==> src/rtl/pulse_pkg.sv <==
// pulse_pkg
//   Shared definitions for the pulse stretcher: FSM state encoding,
//   default parameter values and a helper for sizing the phase counter.
//   No ports; imported with `import pulse_pkg::*;`.
package pulse_pkg;

  typedef enum logic [1:0] {
    ST_IDLE = 2'd0,
    ST_HIGH = 2'd1,
    ST_GAP  = 2'd2
  } state_e;

  localparam int DEF_TICK_DIV   = 250;
  localparam int DEF_HIGH_TICKS = 4;
  localparam int DEF_GAP_TICKS  = 4;
  localparam int DEF_PEND_W     = 4;

  // Bits needed to hold 0..max(high_ticks, gap_ticks).
  function automatic int phase_width(input int high_ticks, input int gap_ticks);
    int m;
    m = (high_ticks > gap_ticks) ? high_ticks : gap_ticks;
    return $clog2(m + 1);
  endfunction

endpackage

==> src/rtl/tick_gen.sv <==
// tick_gen
//   Free-running prescaler counting 0..TICK_DIV-1 and emitting a one-cycle
//   tick on the last count. A restart request forces the count back to 0
//   on the next clock so that the first cycle of a new phase sees count 0.
// Ports
//   clk     : clock, rising edge
//   rst_n   : asynchronous active-low reset
//   restart : restart the count from 0 on the next edge
//   tick    : high for one cycle when count == TICK_DIV-1
module tick_gen
  import pulse_pkg::*;
#(
  parameter int TICK_DIV = DEF_TICK_DIV
) (
  input  logic clk,
  input  logic rst_n,
  input  logic restart,
  output logic tick
);

  localparam int CNT_W = $clog2(TICK_DIV);
  localparam logic [CNT_W-1:0] LAST = CNT_W'(TICK_DIV - 1);

  logic [CNT_W-1:0] cnt_q;
  logic [CNT_W-1:0] cnt_d;

  always_comb begin
    cnt_d = cnt_q + CNT_W'(1);
    if (restart || (cnt_q == LAST)) begin
      cnt_d = '0;
    end
  end

  always_ff @(posedge clk or negedge rst_n) begin
    if (!rst_n) begin
      cnt_q <= '0;
    end else begin
      cnt_q <= cnt_d;
    end
  end

  assign tick = (cnt_q == LAST);

endmodule

==> src/rtl/pulse_stretcher.sv <==
// pulse_stretcher
//   Turns single-cycle event requests into stretched output pulses of
//   HIGH_TICKS ticks high followed by GAP_TICKS ticks low. Requests arriving
//   while a pulse is in progress are queued in a saturating counter and
//   replayed back to back; requests that find the queue full are dropped
//   and flagged in a sticky overflow bit.
// Ports
//   clk       : clock, rising edge
//   rst_n     : asynchronous active-low reset
//   pulse_in  : single-cycle event request
//   clr_ovf   : clears the overflow flag
//   pulse_out : registered stretched pulse (high exactly in HIGH)
//   busy      : high whenever the FSM is not IDLE
//   pending   : queued events not yet emitted
//   ovf       : sticky, an event was dropped because pending was full
module pulse_stretcher
  import pulse_pkg::*;
#(
  parameter int TICK_DIV   = DEF_TICK_DIV,
  parameter int HIGH_TICKS = DEF_HIGH_TICKS,
  parameter int GAP_TICKS  = DEF_GAP_TICKS,
  parameter int PEND_W     = DEF_PEND_W
) (
  input  logic              clk,
  input  logic              rst_n,
  input  logic              pulse_in,
  input  logic              clr_ovf,
  output logic              pulse_out,
  output logic              busy,
  output logic [PEND_W-1:0] pending,
  output logic              ovf
);

  localparam int PH_W = phase_width(HIGH_TICKS, GAP_TICKS);
  localparam logic [PEND_W-1:0] PEND_MAX = '1;

  state_e            state_q, state_d;
  logic [PH_W-1:0]   phase_q, phase_d;
  logic [PEND_W-1:0] pending_q, pending_d;
  logic              ovf_q, ovf_d;
  logic              pulse_out_q, pulse_out_d;

  logic tick;
  logic restart;
  logic high_done;
  logic gap_done;
  logic consume;
  logic queue_req;
  logic drop;

  tick_gen #(
    .TICK_DIV (TICK_DIV)
  ) u_tick_gen (
    .clk     (clk),
    .rst_n   (rst_n),
    .restart (restart),
    .tick    (tick)
  );

  always_comb begin
    state_d   = state_q;
    phase_d   = phase_q;
    pending_d = pending_q;
    ovf_d     = ovf_q;
    consume   = 1'b0;
    drop      = 1'b0;

    high_done = tick && (phase_q == PH_W'(HIGH_TICKS - 1));
    gap_done  = tick && (phase_q == PH_W'(GAP_TICKS - 1));

    unique case (state_q)
      ST_IDLE: begin
        // A queued event left over from a GAP->IDLE request starts here too.
        if (pulse_in || (pending_q != '0)) begin
          state_d = ST_HIGH;
        end
        consume = (pending_q != '0);
      end
      ST_HIGH: begin
        if (high_done) begin
          state_d = ST_GAP;
        end
      end
      ST_GAP: begin
        if (gap_done) begin
          consume = (pending_q != '0);
          state_d = consume ? ST_HIGH : ST_IDLE;
        end
      end
      default: begin
        state_d = ST_IDLE;
      end
    endcase

    // An IDLE request with nothing queued starts the pulse directly;
    // every other request goes through the pending counter.
    queue_req = pulse_in && !((state_q == ST_IDLE) && (pending_q == '0));

    if (queue_req && !consume) begin
      if (pending_q == PEND_MAX) begin
        drop = 1'b1;
      end else begin
        pending_d = pending_q + PEND_W'(1);
      end
    end else if (!queue_req && consume) begin
      pending_d = pending_q - PEND_W'(1);
    end

    // A new drop wins over a clear in the same cycle.
    if (clr_ovf) begin
      ovf_d = 1'b0;
    end
    if (drop) begin
      ovf_d = 1'b1;
    end

    // Every state entry, including GAP->HIGH, restarts both counters.
    restart = (state_d != state_q);
    if (restart) begin
      phase_d = '0;
    end else if (tick && (state_q != ST_IDLE)) begin
      phase_d = phase_q + PH_W'(1);
    end

    pulse_out_d = (state_d == ST_HIGH);
  end

  always_ff @(posedge clk or negedge rst_n) begin
    if (!rst_n) begin
      state_q     <= ST_IDLE;
      phase_q     <= '0;
      pending_q   <= '0;
      ovf_q       <= 1'b0;
      pulse_out_q <= 1'b0;
    end else begin
      state_q     <= state_d;
      phase_q     <= phase_d;
      pending_q   <= pending_d;
      ovf_q       <= ovf_d;
      pulse_out_q <= pulse_out_d;
    end
  end

  assign pulse_out = pulse_out_q;
  assign busy      = (state_q != ST_IDLE);
  assign pending   = pending_q;
  assign ovf       = ovf_q;

endmodule
==> config.mk <==
export PLATFORM = sky130hd
export DESIGN_NAME = pulse_stretcher
export DESIGN_NICKNAME = d
export VERILOG_FILES = /design/src/rtl/pulse_pkg.sv /design/src/rtl/tick_gen.sv /design/src/rtl/pulse_stretcher.sv
export SDC_FILE = /design/constraint.sdc
export NUM_CORES = 1
export LEC_CHECK = 0
export BUFFER_PORTS_ARGS = -buffer_cell sky130_fd_sc_hd__buf_4
export CAP_MARGIN = 20
export CORE_MARGIN = 2
export CORE_UTILIZATION = 35
export DETAILED_ROUTE_END_ITERATION = 7
export PLACE_DENSITY = 0.51
export SYNTH_ARGS = -nofsm -noshare
export SYNTH_HDL_FRONTEND = slang
export SYNTH_SLANG_ARGS = --single-unit
==> constraint.sdc <==
create_clock -name clk -period 3.1 [get_ports clk]
set_input_delay 0.93 -clock clk [delete_from_list [all_inputs] [get_ports clk]]
set_output_delay 0.93 -clock clk [all_outputs]
set_load 0.01 [all_outputs]
# Yosys cells after proc, flatten, opt, wreduce, memory -nomap -nowiden
# Cells that the tools add are included.
[classes] shift=0 reduce_logical=19 multipliers=0 eq_ne=8 n_bitwise=0 order_cmp=0 n_addsub=4 div_mod_pow=0 muxes=17
[op_table] operator="$mux 4" n=3
[op_table] operator="$add 8x1->8 const B" n=1
[op_table] operator="$eq 8x8->1 const B" n=1
[op_table] operator="$mux 8" n=1
[op_table] operator="$reduce_bool 2->1" n=4
[op_table] operator="$logic_and 1x1->1" n=6
[op_table] operator="$mux 1" n=6
[op_table] operator="$mux 2" n=3
[op_table] operator="$mux 3" n=2
[op_table] operator="$pmux 2 s3" n=1
[op_table] operator="$add 4x1->4 const B" n=1
[op_table] operator="$eq 2x1->1 const B" n=2
[op_table] operator="$eq 4x4->1 const B" n=1
[op_table] operator="$logic_not 4->1" n=1
[op_table] operator="$reduce_bool 4->1" n=1
[op_table] operator="$sub 4x1->4 const B" n=1
[op_table] operator="$add 3x1->3 const B" n=1
[op_table] operator="$eq 3x2->1 const B" n=1
[op_table] operator="$logic_not 1->1" n=3
[op_table] operator="$eq 2x2->1 const B" n=1
[op_table] operator="$logic_not 2->1" n=1
[op_table] operator="$logic_or 1x1->1" n=2
[op_table] operator="$ne 2x2->1" n=1
[op_table] operator="$ne 2x2->1 const B" n=1
[op_table] operator="other kinds (2)" n=2
[totals] word_cells=54 in_bits=4 mem_count=0 reg_bits=19 ram_bits=0 rom_bits=0 latch_bits=0 output_inout_bits=7

# Depth between registers and ports, before layout
# Gate-level depths: netlist of the first run.
[logic_depth] word_depth=8 mapped_depth=10 mapped_depth_nobuf=10

# By module
# Synthesis of the first run repeated with hierarchy kept, for this count alone.
[hier_totals] cells_unflattened=98 area_unflattened_um2=1029.7
[by_module_without_submodules] module="pulse_stretcher" instances=1 seq_area_each_um2=275.3 cells_per_inst=57 area_per_inst_um2=606.8
[by_module_without_submodules] module="tick_gen" instances=1 seq_area_each_um2=200.2 cells_per_inst=41 area_per_inst_um2=422.9

# Least setup slack after synthesis of the first run
# OpenSTA, ideal clock, no wires.
[synth_path] path_kind="flip-flop to flip-flop" from="reg phase_q[0]" to="reg pending_q[3] (netlist: pending[3])" required_time_ns=3.023 synth_period_minus_slack_ns=2.494 path_slack_ns=0.606 stages_incl_launch_ff=10 arrival_ns=2.416 setup_ns=0.077 n_path_buf=0 cell_sequence="dfrtp_1 ha_1 ha_1 nand4b_1 o41ai_2 ha_1 a21o_1 a21oi_1 mux2_2 a21oi_1"
[synth_between] elab_chain_len=8 word_cells_on_any_way=11 cone_classes="eq/ne: 2; mux: 3; reduce/logical: 6"
[synth_lines] item="start: declaration" line="pulse_stretcher.sv:38" text="logic [PH_W-1:0] phase_q, phase_d;"
[synth_lines] item="start signal: assignment" line="pulse_stretcher.sv:137" text="phase_q <= phase_d;"
[synth_lines] item="$eq 3x2->1 *" line="pulse_stretcher.sv:69" text="gap_done = tick && (phase_q == PH_W'(GAP_TICKS - 1));"
[synth_lines] item="$logic_and 1x1->1 *" line="pulse_stretcher.sv:69"
[synth_lines] item="$mux 1 *" line="pulse_stretcher.sv:85" text="if (gap_done) begin"
[synth_lines] item="$pmux 1 s2 *" line="pulse_stretcher.sv:71" text="unique case (state_q)"
[synth_lines] item="$logic_not 1->1" line="pulse_stretcher.sv:99" text="if (queue_req && !consume) begin"
[synth_lines] item="$logic_and 1x1->1" line="pulse_stretcher.sv:99"
[synth_lines] item="$ne 2x2->1 (no source line) / $reduce_bool 2->1 (equally long branches)"
[synth_lines] item="$reduce_and 2->1 (no source line)"
[synth_lines] item="end signal: assignment" line="pulse_stretcher.sv:138" text="pending_q <= pending_d;"
[synth_lines] item="end: declaration" line="pulse_stretcher.sv:39" text="logic [PEND_W-1:0] pending_q, pending_d;"
# Every way passes the cells marked *; elsewhere a longest branch is shown, timed or not.
# A chain may end at the register's enable or synchronous reset.

# Worst setup path in the final report of the first run
# Same ends and word-level chain as after synthesis.

==> results of run 1 <==
[power breakdown]
group          leakage [nW]  internal (mW)  switching, mW  total (mW)
clock network        0.0150         0.0501         0.0761       0.126
logic                 0.268          0.104         0.0785       0.182
registers             0.229          0.274         0.0525       0.327
total                 0.513          0.428          0.207       0.635
[path summary, 6_finish.rpt]
kind / from / to / slack [ns] / cells past startpoint
max: phase_q[0] / pending[3] / 0.30 / 9
min: rst_n / phase_q[2] / 0.48 / 1
max reg2reg: phase_q[0] / pending[3] / 0.30 / 9
min reg2reg: u_tick_gen.cnt_q[0] / u_tick_gen.cnt_q[0] / 0.50 / 1
max in group asynchronous: rst_n / u_tick_gen.cnt_q[1] / 2.41 / 1
min in group clk: u_tick_gen.cnt_q[0] / u_tick_gen.cnt_q[0] / 0.50 / 1
[layout by cell type, fill, tap and decap left out]
master     instances
or2_1              1
o41ai_2            1
a2111oi_4          1
a22o_1             2
nand4_1            1
dfrtp_1           19
mux2i_1            1
and3_2             1
or2_2              1
a221oi_1           2
fa_1               1
or3_2              1
nor4_4             1
o211ai_1           1
xnor2_1            4
nor2_1            12
nand4b_1           1
nand2_1            4
a21o_1             1
nand4_2            1
nor3_1             2
clkbuf_4           3
clkbuf_1           1
nor2_2             1
nand3_1            3
nand2b_1           1
o22a_2             1
mux2_4             1
o22ai_1            3
ha_1               6
buf_4             10
inv_1              6
a211oi_1           1
o21a_1             2
a21oi_1            2
mux2_2             3
or2_4              1
nor2b_1            2
xor2_1             4
[area by class of cell]
type,instances,area (µm²)
Sequential cell,19,475.5
Tap cell,33,41.29
Clock buffer,4,26.28
Multi-Input combinational cell,71,574.3
Fill cell,312,1788
Timing Repair Buffer,10,75.07
Inverter,6,22.52
[flip-flops by register name, summed over array words and instances (netlist names)]
| name | cells |
|---|---|
| state_q | 2 |
| ovf | 1 |
| u_tick_gen.cnt_q | 8 |
| pulse_out | 1 |
| phase_q | 3 |
| pending | 4 |
[routing by layer]
layer / share of wire / up-vias / wire [µm]
met5: 0 / - / 0
met4: 0.011 / 0 / 21
met3: 0.025 / 4 / 48
met2: 0.46 / 8 / 874
met1: 0.50 / 346 / 957
li1: - / 372 / -
[kinds of logic (layout without fill, tap and decap cells)]
kind of cell	after synthesis	after routing
and+or+nand+nor	34	34
DFF	19	19
AOI/OAI and AO/OA	17	17
xor gates and xnor gates	8	8
buffers and inverters	8	20
adders and majority gates	7	7
muxes	5	5
[stage by stage]
step                      hold slack, ns  instances  total power [mW]    util
after floorplan                   0.4608         98            0.4410       -
after global placement            0.4834        139            0.5130  0.3958
after detailed placement          0.4923        139            0.5154  0.3958
after CTS                         0.4781        143            0.6454  0.4046
after global routing              0.4680        143            0.6871  0.4046
final                             0.4751        143            0.6351  0.4046
==> impl_metrics.csv, run 1 <==
group,metric,value,unit
run_status,status,"completed",
synthesis,number_of_flops_mapped_to_enable_cells_by_yosys,0,
layout,syn_to_final_growth,12.51,%
timing,rsz0062_at_grt,"false",
die,design.die.area,3546,µm²
clock_tree,cts_tree,"done",
route,detail-route-antenna-nets,0,
clock_tree,cts_setup_buffers,0,
route,finalWirelength,1903,µm
die,die_w,59.55,µm
route,vias_per_cell,5.105,
synthesis,post_synth_instance_area,1080,µm²
place,placement.setup.worst_slack,0.3239,ns
synthesis,synth_ff_type,"dfrtp_1",
timing,final.period_utilization,0.9024,
die,num_io_pins,11,
place,dp_hpwl,1434,µm
timing,worst_slew_pin_slew,0.6967,ns
place,place.gp.congestion,0.8437,
synthesis,synth-seq-area-share,0.4403,
power_and_ir_drop,static-leakage-power,0.5125,nW
power_and_ir_drop,power-per-cell-area,522.8,nW/µm²
timing,final_slew_viol_count,0,
synthesis,syn-num-nets,109,
clock_tree,cts-buffers-inserted,3,
clock_tree,numClockSinks,19,
timing,report.final.hold_viol_count,0,
clock_tree,worst_setup_hold_path_clk_slew,0.11,ns
synthesis,number_of_warnings_issued_by_yosys,0,
die,std_cell_rows,20,
synthesis,ys_async_sr_fraction,1.000,
die,fp.dieH,59.55,µm
timing,worst_slew_margin_rel,0.5305,
grt,grt_antenna_before_repair,0,
worst_setup_path,critical-path-top-delay-family,"compound AO/OA/AOI/OAI gates",
power_and_ir_drop,ir_drop,268.4,µV
synthesis,muxShareOfSynthArea,0.05446,
route,drc,0,
route,drt-initial-drc-count,16,
grt,grt.busiest_layer,"met2",
clock_tree,clock_latency,0.30,ns
clock_tree,clk_root_buffer_cell,"clkbuf_4",
worst_setup_path,critPathMostFrequentCell,"ha_1",
clock_tree,ctsHtreeMaxLevel,1,
grt,grt_pass1_wl,3443,µm
layout,share_of_cells_above_drive_strength_1,0.2455,
worst_setup_path,crit_path_end_kind,"flip-flop",
grt,grt_use_total,0.1288,
worst_setup_path,cp_data_required_time,3.34,ns
synthesis,synth-simple-area-share,0.1808,
worst_setup_path,startpoint_type,"flip-flop",
place,io_buffers,10,
synthesis,post-synth-top-count-cell,"dfrtp_1",
route,dr_total_vias,730,
die,floorplan.initialDensity,0.3596,
timing,setup_slack,0.3024,ns
synthesis,yosys.area.top_type,"dfrtp_1",
route,drt_pass1_iterations,4,
timing,final.setup.tns,0,ns
layout,num_antenna_cells,0,
synthesis,synth_xor_xnor_area_share,0.06489,
grt,first_global_vias,738,
worst_setup_path,worstPathArrival,3.03,ns
synthesis,combinational_family_with_the_most_area_after_synthesis,"simple AND/OR/NAND/NOR gates",
timing,clock.fmax,357.5,MHz
synthesis,synth_compound_gate_area_share,0.1437,
grt,groute.layer.met3.usage,0.02838,
run,max-cap-violations,0,
place,dpl_cell_area,1189,µm²
clock_tree,cts_repair_resize_count,0,
route,wire_per_inst,13.31,µm
synthesis,synth_top_area_share,0.4403,
timing,worst_clock_skew,0.01080,ns
worst_setup_path,series_of_cell_instances_along_the_critical_path,"ha_1, ha_1, nand4b_1, o41ai_2, ha_1, a21o_1, a21oi_1, mux2_2, a21oi_1",
worst_setup_path,largest_driver_fanout_on_the_critical_path,7,
synthesis,main_area_contributors_after_synthesis,"dfrtp_1 (44%), ha_1 (7.0%), nor2_1 (4.2%)",
clock_tree,clock_path_buffers,2,
die,core_area,3003,µm²
worst_setup_path,slowest_stage,"o41ai_2",
timing,setup_viol_count_final,0,
clock_tree,post_cts_hold_buffer_count,0,
grt,grt_util_met2,0.1947,
worst_setup_path,timing_worst_setup_path_type,"reg -> reg",
worst_setup_path,critical-path-max-stage-delay,0.59,ns
grt,pin_count_of_the_biggest_net_entering_global_routing,20,
synthesis,post_synth.cell_area_avg,11.02,µm²
grt,grt.met1_usage,0.1790,
synthesis,syn-instance-count,98,
synthesis,synth_seq_cells,19,
synthesis,synth-adder-area-share,0.08806,
synthesis,netlist_top_cells_count,"dfrtp_1 (19), nor2_1 (12), ha_1 (6), inv_1 (6)",
min_path,hp-class,"in -> async",
synthesis,synth_cell_types,38,
worst_setup_path,cp_num_buf_inv,0,
layout,final_design_area_no_fill,1215,µm²
grt,grt_overflow_total,0,
timing,finalWorstPathRequiredPeriod,2.798,ns
layout,nets,122,
No activity file was read; power rests on OpenSTA's default activity.
==> run 2, diff against run 1 <==
Settings changed: CTS_BUF_LIST from default to sky130_fd_sc_hd__clkbuf_8 sky130_fd_sc_hd__clkbuf_16.
==> impl_metrics.csv, run 2 (synthesized netlist as in run 1, its figures left out) <==
group,metric,value,unit
run_status,status,"completed",
layout,nets,122,
die,floorplan.initialDensity,0.3596,
timing,finalWorstPathRequiredPeriod,2.766,ns
place,dp_hpwl,1434,µm
layout,layout_common_cells,"dfrtp_1 (19), nor2_1 (12), buf_4 (10)",
route,finalWirelength,1902,µm
layout,num_antenna_cells,0,
place,dpl_cell_area,1189,µm²
run,max-cap-violations,0,
power_and_ir_drop,static-leakage-power,0.5245,nW
power_and_ir_drop,power-per-cell-area,547.9,nW/µm²
power_and_ir_drop,ir_drop,288.2,µV
layout,finished_layout_cells,143,
worst_setup_path,regToRegStartpoint,"phase_q[0]",
worst_setup_path,series_of_cell_instances_along_the_critical_path,"ha_1, ha_1, nand4b_1, o41ai_2, ha_1, a21o_1, a21oi_1, mux2_2, a21oi_1",
route,drc,0,
worst_setup_path,ff2ff_setup_slack,0.33,ns
worst_setup_path,critical-path-top-delay-family,"compound AO/OA/AOI/OAI gates",
layout,largest_reg_flops,8,
place,io_buffers,10,
timing,clock.fmax,361.5,MHz
route,detail-route-antenna-nets,0,
timing,worst_clock_skew,0.007090,ns
timing,final.setup.tns,0,ns
clock_tree,ctsHtreeMaxLevel,1,
worst_setup_path,critPathMostFrequentCell,"ha_1",
timing,rsz0062_at_grt,"false",
route,drt-initial-drc-count,20,
layout,mostFrequentLayoutCell,"dfrtp_1",
timing,worst_slew_pin_slew,0.6920,ns
power_and_ir_drop,power.total,0.6760,mW
worst_setup_path,crit_path_end_kind,"flip-flop",
route,wl_met3,36,µm
timing,report.final.hold_viol_count,0,
timing,final_slew_viol_count,0,
route,top_signal_layer_used,"met3",
grt,grt_pass1_wl,3450,µm
worst_setup_path,worstPathArrival,2.95,ns
clock_tree,worst_setup_hold_path_clk_slew,0.07,ns
min_path,hp-class,"reg -> reg",
route,drt_pass1_iterations,4,
timing,worst_slew_margin_rel,0.5336,
clock_tree,cts-buffers-inserted,3,
grt,grt_use_total,0.1279,
die,fp.dieH,59.55,µm
worst_setup_path,worst_r2r_endpoint,"pending[3]",
worst_setup_path,timing_worst_setup_path_type,"reg -> reg",
die,num_io_pins,11,
route,dr_total_vias,730,
timing,setup_viol_count_final,0,
grt,pin_count_of_the_biggest_net_entering_global_routing,20,
min_path,hold_path_depth,1,
die,die_w,59.55,µm
clock_tree,clock_path_buffers,2,
min_path,worstHoldEndpoint,"u_tick_gen.cnt_q[0]",
clock_tree,numClockSinks,19,
grt,grt_overflow_total,0,
layout,syn_to_final_growth,14.25,%
timing,final.period_utilization,0.8923,
clock_tree,cts_setup_buffers,0,
worst_setup_path,slowest_stage,"o41ai_2",
layout,fillerInstances,306,
clock_tree,post_cts_hold_buffer_count,0,
route,route.layer.met1.wl,975,µm
place,place.gp.congestion,0.8437,
worst_setup_path,cp_data_required_time,3.28,ns
grt,grt_antenna_before_repair,0,
worst_setup_path,startpoint_type,"flip-flop",
route,dr_wl_met2,890,µm
route,wire_per_inst,13.30,µm
clock_tree,clk_root_buffer_cell,"clkbuf_8",
die,design.die.area,3546,µm²
worst_setup_path,cp_num_buf_inv,0,
worst_setup_path,critical-path-max-stage-delay,0.59,ns
clock_tree,cts_repair_resize_count,0,
clock_tree,cts_tree,"done",
route,vias_per_cell,5.105,
worst_setup_path,worst-r2r-cell-count,9,
timing,worst_hold_slack,0.4926,ns
worst_setup_path,largest_driver_fanout_on_the_critical_path,7,
die,core_area,3003,µm²
layout,largest_register,"u_tick_gen.cnt_q",
grt,first_global_vias,740,
place,placed_cells,139,
layout,share_of_cells_above_drive_strength_1,0.2455,
clock_tree,clock_latency,0.25,ns
die,std_cell_rows,20,
min_path,hold_path.startpoint,"u_tick_gen.cnt_q[0]",
layout,final_design_area_no_fill,1234,µm²
run 2: worst max path at each step:
| stage | startpoint | endpoint | slack [ns] | cells past startpoint |
|---|---|---|---|---|
| 4_1_cts | phase_q[0] | pending[3] | 0.31 | 9 |
| 3_3_place_gp | phase_q[0] | pending[3] | 0.43 | 9 |
| 6_report | phase_q[0] | pending[3] | 0.33 | 9 |
| 3_5_place_dp | phase_q[0] | pending[3] | 0.32 | 9 |
| 5_1_grt | phase_q[0] | pending[3] | 0.07 | 9 |
| 2_1_floorplan | phase_q[0] | pending[3] | 0.61 | 9 |
run 2: worst register-to-register path, cell delays in order (launching register included):
cell and delay [ns]:
dfrtp_1 0.36, ha_1 0.16, ha_1 0.17, nand4b_1 0.16, o41ai_2 0.59, ha_1 0.35
a21o_1 0.18, a21oi_1 0.24, mux2_2 0.36, a21oi_1 0.13
run 2: final cells by class:
cell class / count / area (µm²) / area share
well taps: 33 / 41.29 / 0.03347
clock inverters: 1 / 3.754 / 0.003043
multi-input cells: 71 / 574.3 / 0.4655
inverters: 6 / 22.52 / 0.01826
flip-flops and latches: 19 / 475.5 / 0.3854
clock buffers: 3 / 41.29 / 0.03347
repair buffers: 10 / 75.07 / 0.06085
run 2: metal layers:
metal / track usage / vias to the layer above
met4: 0.04127 / 0
met2: 0.1962 / 4
met5: 0 / -
met1: 0.1790 / 353
li1: - / 373
met3: 0.02838 / 0
run 2: power by group:
part / internal, mW / switching (mW)
Combinational: 0.104 / 0.0777
Sequential: 0.275 / 0.0526
Clock: 0.0879 / 0.0797
run 2: stage by stage:
stage	setup WS, ns	utilization
floorplan	0.6064	-
global placement	0.4274	0.3958
detailed placement	0.3239	0.3958
CTS	0.3063	0.4108
global route	0.07460	0.4108
finish	0.3337	0.4108
==> run 3, diff against run 2 <==
Settings changed: ABC_AREA from default to 1, PLACE_DENSITY 0.51 to default, PLACE_DENSITY_LB_ADDON from default to 0.25.
==> impl_metrics.csv, run 3 <==
group,metric,value,unit
run_status,status,"completed",
timing,clock.fmax,421.1,MHz
timing,final.setup.tns,0,ns
power_and_ir_drop,ir_drop,336.4,µV
power_and_ir_drop,power-per-cell-area,532.3,nW/µm²
synthesis,synth_seq_cells,19,
route,finalWirelength,1965,µm
layout,layout_common_cells,"nand2_1 (25), inv_1 (20), dfrtp_1 (19)",
layout,finished_layout_cells,187,
grt,pin_count_of_the_biggest_net_entering_global_routing,20,
die,floorplan.initialDensity,0.3678,
grt,grt_antenna_before_repair,0,
synthesis,synth_ff_type,"dfrtp_1",
die,design.die.area,3649,µm²
timing,setup_viol_count_final,0,
synthesis,synth_top_area_share,0.4270,
place,placed_cells,183,
grt,grt_overflow_total,0,
worst_setup_path,startpoint_type,"flip-flop",
synthesis,main_area_contributors_after_synthesis,"dfrtp_1 (43%), nand2_1 (8.4%), ha_1 (6.7%)",
clock_tree,cts_setup_buffers,0,
timing,worst_slew_pin_slew,0.3464,ns
clock_tree,cts-buffers-inserted,3,
route,drt-initial-drc-count,17,
route,drt_pass1_iterations,4,
power_and_ir_drop,static-leakage-power,0.6410,nW
clock_tree,numClockSinks,19,
route,detail-route-antenna-nets,0,
layout,multiInputGateArea,559.3,µm²
worst_setup_path,cp_data_required_time,3.25,ns
die,die_w,60.41,µm
layout,layout.area.seq,475.5,µm²
layout,num_antenna_cells,0,
route,vias_per_cell,4.540,
layout,largest_reg_flops,8,
synthesis,synth-seq-area-share,0.4270,
synthesis,post-synth-top-count-cell,"nand2_1",
timing,finalWorstPathRequiredPeriod,2.375,ns
route,dr_total_vias,849,
layout,syn_to_final_growth,15.84,%
clock_tree,clock_latency,0.25,ns
place,place.gp.congestion,0.8059,
worst_setup_path,crit_path_end_kind,"flip-flop",
die,num_io_pins,11,
layout,mostFrequentLayoutCell,"nand2_1",
grt,grt_pass1_wl,3560,µm
clock_tree,post_cts_hold_buffer_count,0,
worst_setup_path,largest_driver_fanout_on_the_critical_path,6,
timing,worst_hold_slack,0.5204,ns
place,io_buffers,10,
route,drc,0,
clock_tree,worst_setup_hold_path_clk_slew,0.07,ns
synthesis,post_synth.cell_area_avg,8.632,µm²
worst_setup_path,worstPathArrival,2.53,ns
power_and_ir_drop,power.total,0.6867,mW
worst_setup_path,timing_worst_setup_path_type,"reg -> reg",
worst_setup_path,slowest_stage,"dfrtp_1",
clock_tree,clock_path_buffers,2,
route,wire_per_inst,10.51,µm
synthesis,number_of_warnings_issued_by_yosys,0,
clock_tree,clk_root_buffer_cell,"clkbuf_8",
place,dp_hpwl,1493,µm
die,fp.dieH,60.41,µm
run,max-cap-violations,0,
timing,final_slew_viol_count,0,
min_path,hp-class,"reg -> reg",
synthesis,post_synth_instance_area,1114,µm²
synthesis,yosys.area.top_type,"dfrtp_1",
synthesis,syn-instance-count,129,
layout,fillerInstances,303,
layout,nets,155,
grt,first_global_vias,822,
die,core_area,3028,µm²
worst_setup_path,series_of_cell_instances_along_the_critical_path,"ha_1, ha_1, nand3_4, nand2_2, nand2_2, nand2_1, ha_1, nand2_1, nand2_1, a31oi_1, inv_1, nand2_1, nand3_1, nand2_1, nand2_1",
worst_setup_path,critPathMostFrequentCell,"nand2_1",
synthesis,number_of_flops_mapped_to_enable_cells_by_yosys,0,
timing,worst_clock_skew,0.001223,ns
timing,report.final.hold_viol_count,0,
clock_tree,cts_repair_resize_count,0,
synthesis,syn-num-nets,140,
layout,share_of_cells_above_drive_strength_1,0.2028,
layout,largest_register,"u_tick_gen.cnt_q",
timing,rsz0062_at_grt,"false",
grt,grt_use_total,0.1296,
synthesis,netlist_top_cells_count,"nand2_1 (25), inv_1 (20), dfrtp_1 (19)",
die,std_cell_rows,20,
layout,layout.core_utilization,0.4260,
synthesis,ys_async_sr_fraction,1.000,
clock_tree,cts_tree,"done",
clock_tree,ctsHtreeMaxLevel,1,
synthesis,synth_cell_types,23,
worst_setup_path,critical-path-max-stage-delay,0.40,ns
timing,final.period_utilization,0.7661,
timing,worst_slew_margin_rel,0.7682,
==> run 3: per-layer routing <==
metal	routed length, µm	vias up	share of wire	global-route usage
met3	76	2	0.039	0.04051
met4	14	0	0.0071	0.03175
met5	0	-	0	0
met1	1003	391	0.51	0.1780
li1	-	442	-	-
met2	870	14	0.44	0.2003
==> run 3: cell type report <==
class	instances	share of cell area
well taps	44	0.04268
inverters	21	0.06111
multi-input cells	89	0.4336
clock buffers	3	0.03201
clock inverters	1	0.003880
flip-flops and latches	19	0.3686
repair buffers	10	0.05820
==> run 3: where the power goes <==
| part | switching [mW] | internal (mW) | total, mW |
|---|---|---|---|
| sequential | 0.0448 | 0.277 | 0.322 |
| clock | 0.0858 | 0.0893 | 0.175 |
| combinational | 0.0974 | 0.0921 | 0.190 |
==> run 3: stage by stage <==
stage          area, µm²  setup slack, ns
2_1_floorplan       1114           0.9209
6_report            1290           0.7250
4_1_cts             1290           0.7175
5_1_grt             1290           0.4541
3_3_place_gp        1244           0.7454
3_5_place_dp        1244           0.7033
==> run 3: path summary, 6_finish.rpt <==
check / from / endpoint / slack, ns / depth (start not counted)
min in group asynchronous: rst_n / u_tick_gen.cnt_q[3] / 0.54 / 1
max reg2reg: phase_q[0] / pending[3] / 0.73 / 15
max: phase_q[0] / pending[3] / 0.73 / 15
min: u_tick_gen.cnt_q[0] / u_tick_gen.cnt_q[0] / 0.52 / 1
max in group asynchronous: rst_n / u_tick_gen.cnt_q[5] / 2.36 / 1
min reg2reg: u_tick_gen.cnt_q[0] / u_tick_gen.cnt_q[0] / 0.52 / 1
==> run 3: logic make-up after synthesis <==
logic type / after synthesis / synth area share
simple gates: 68 / 0.3236
buf+inv: 21 / 0.07078
flops: 19 / 0.4270
compound gates: 9 / 0.05393
fa+ha+maj: 7 / 0.08539
xor+xnor: 5 / 0.03933
==> run 3: critical path, delay by kind of cell, from the launching register on <==
family          cells  cell delay [ns]
simple gates       10             0.86
compound gates      1             0.17
flops               1             0.40
fa+ha+maj           3             0.78
buf+inv             1             0.06
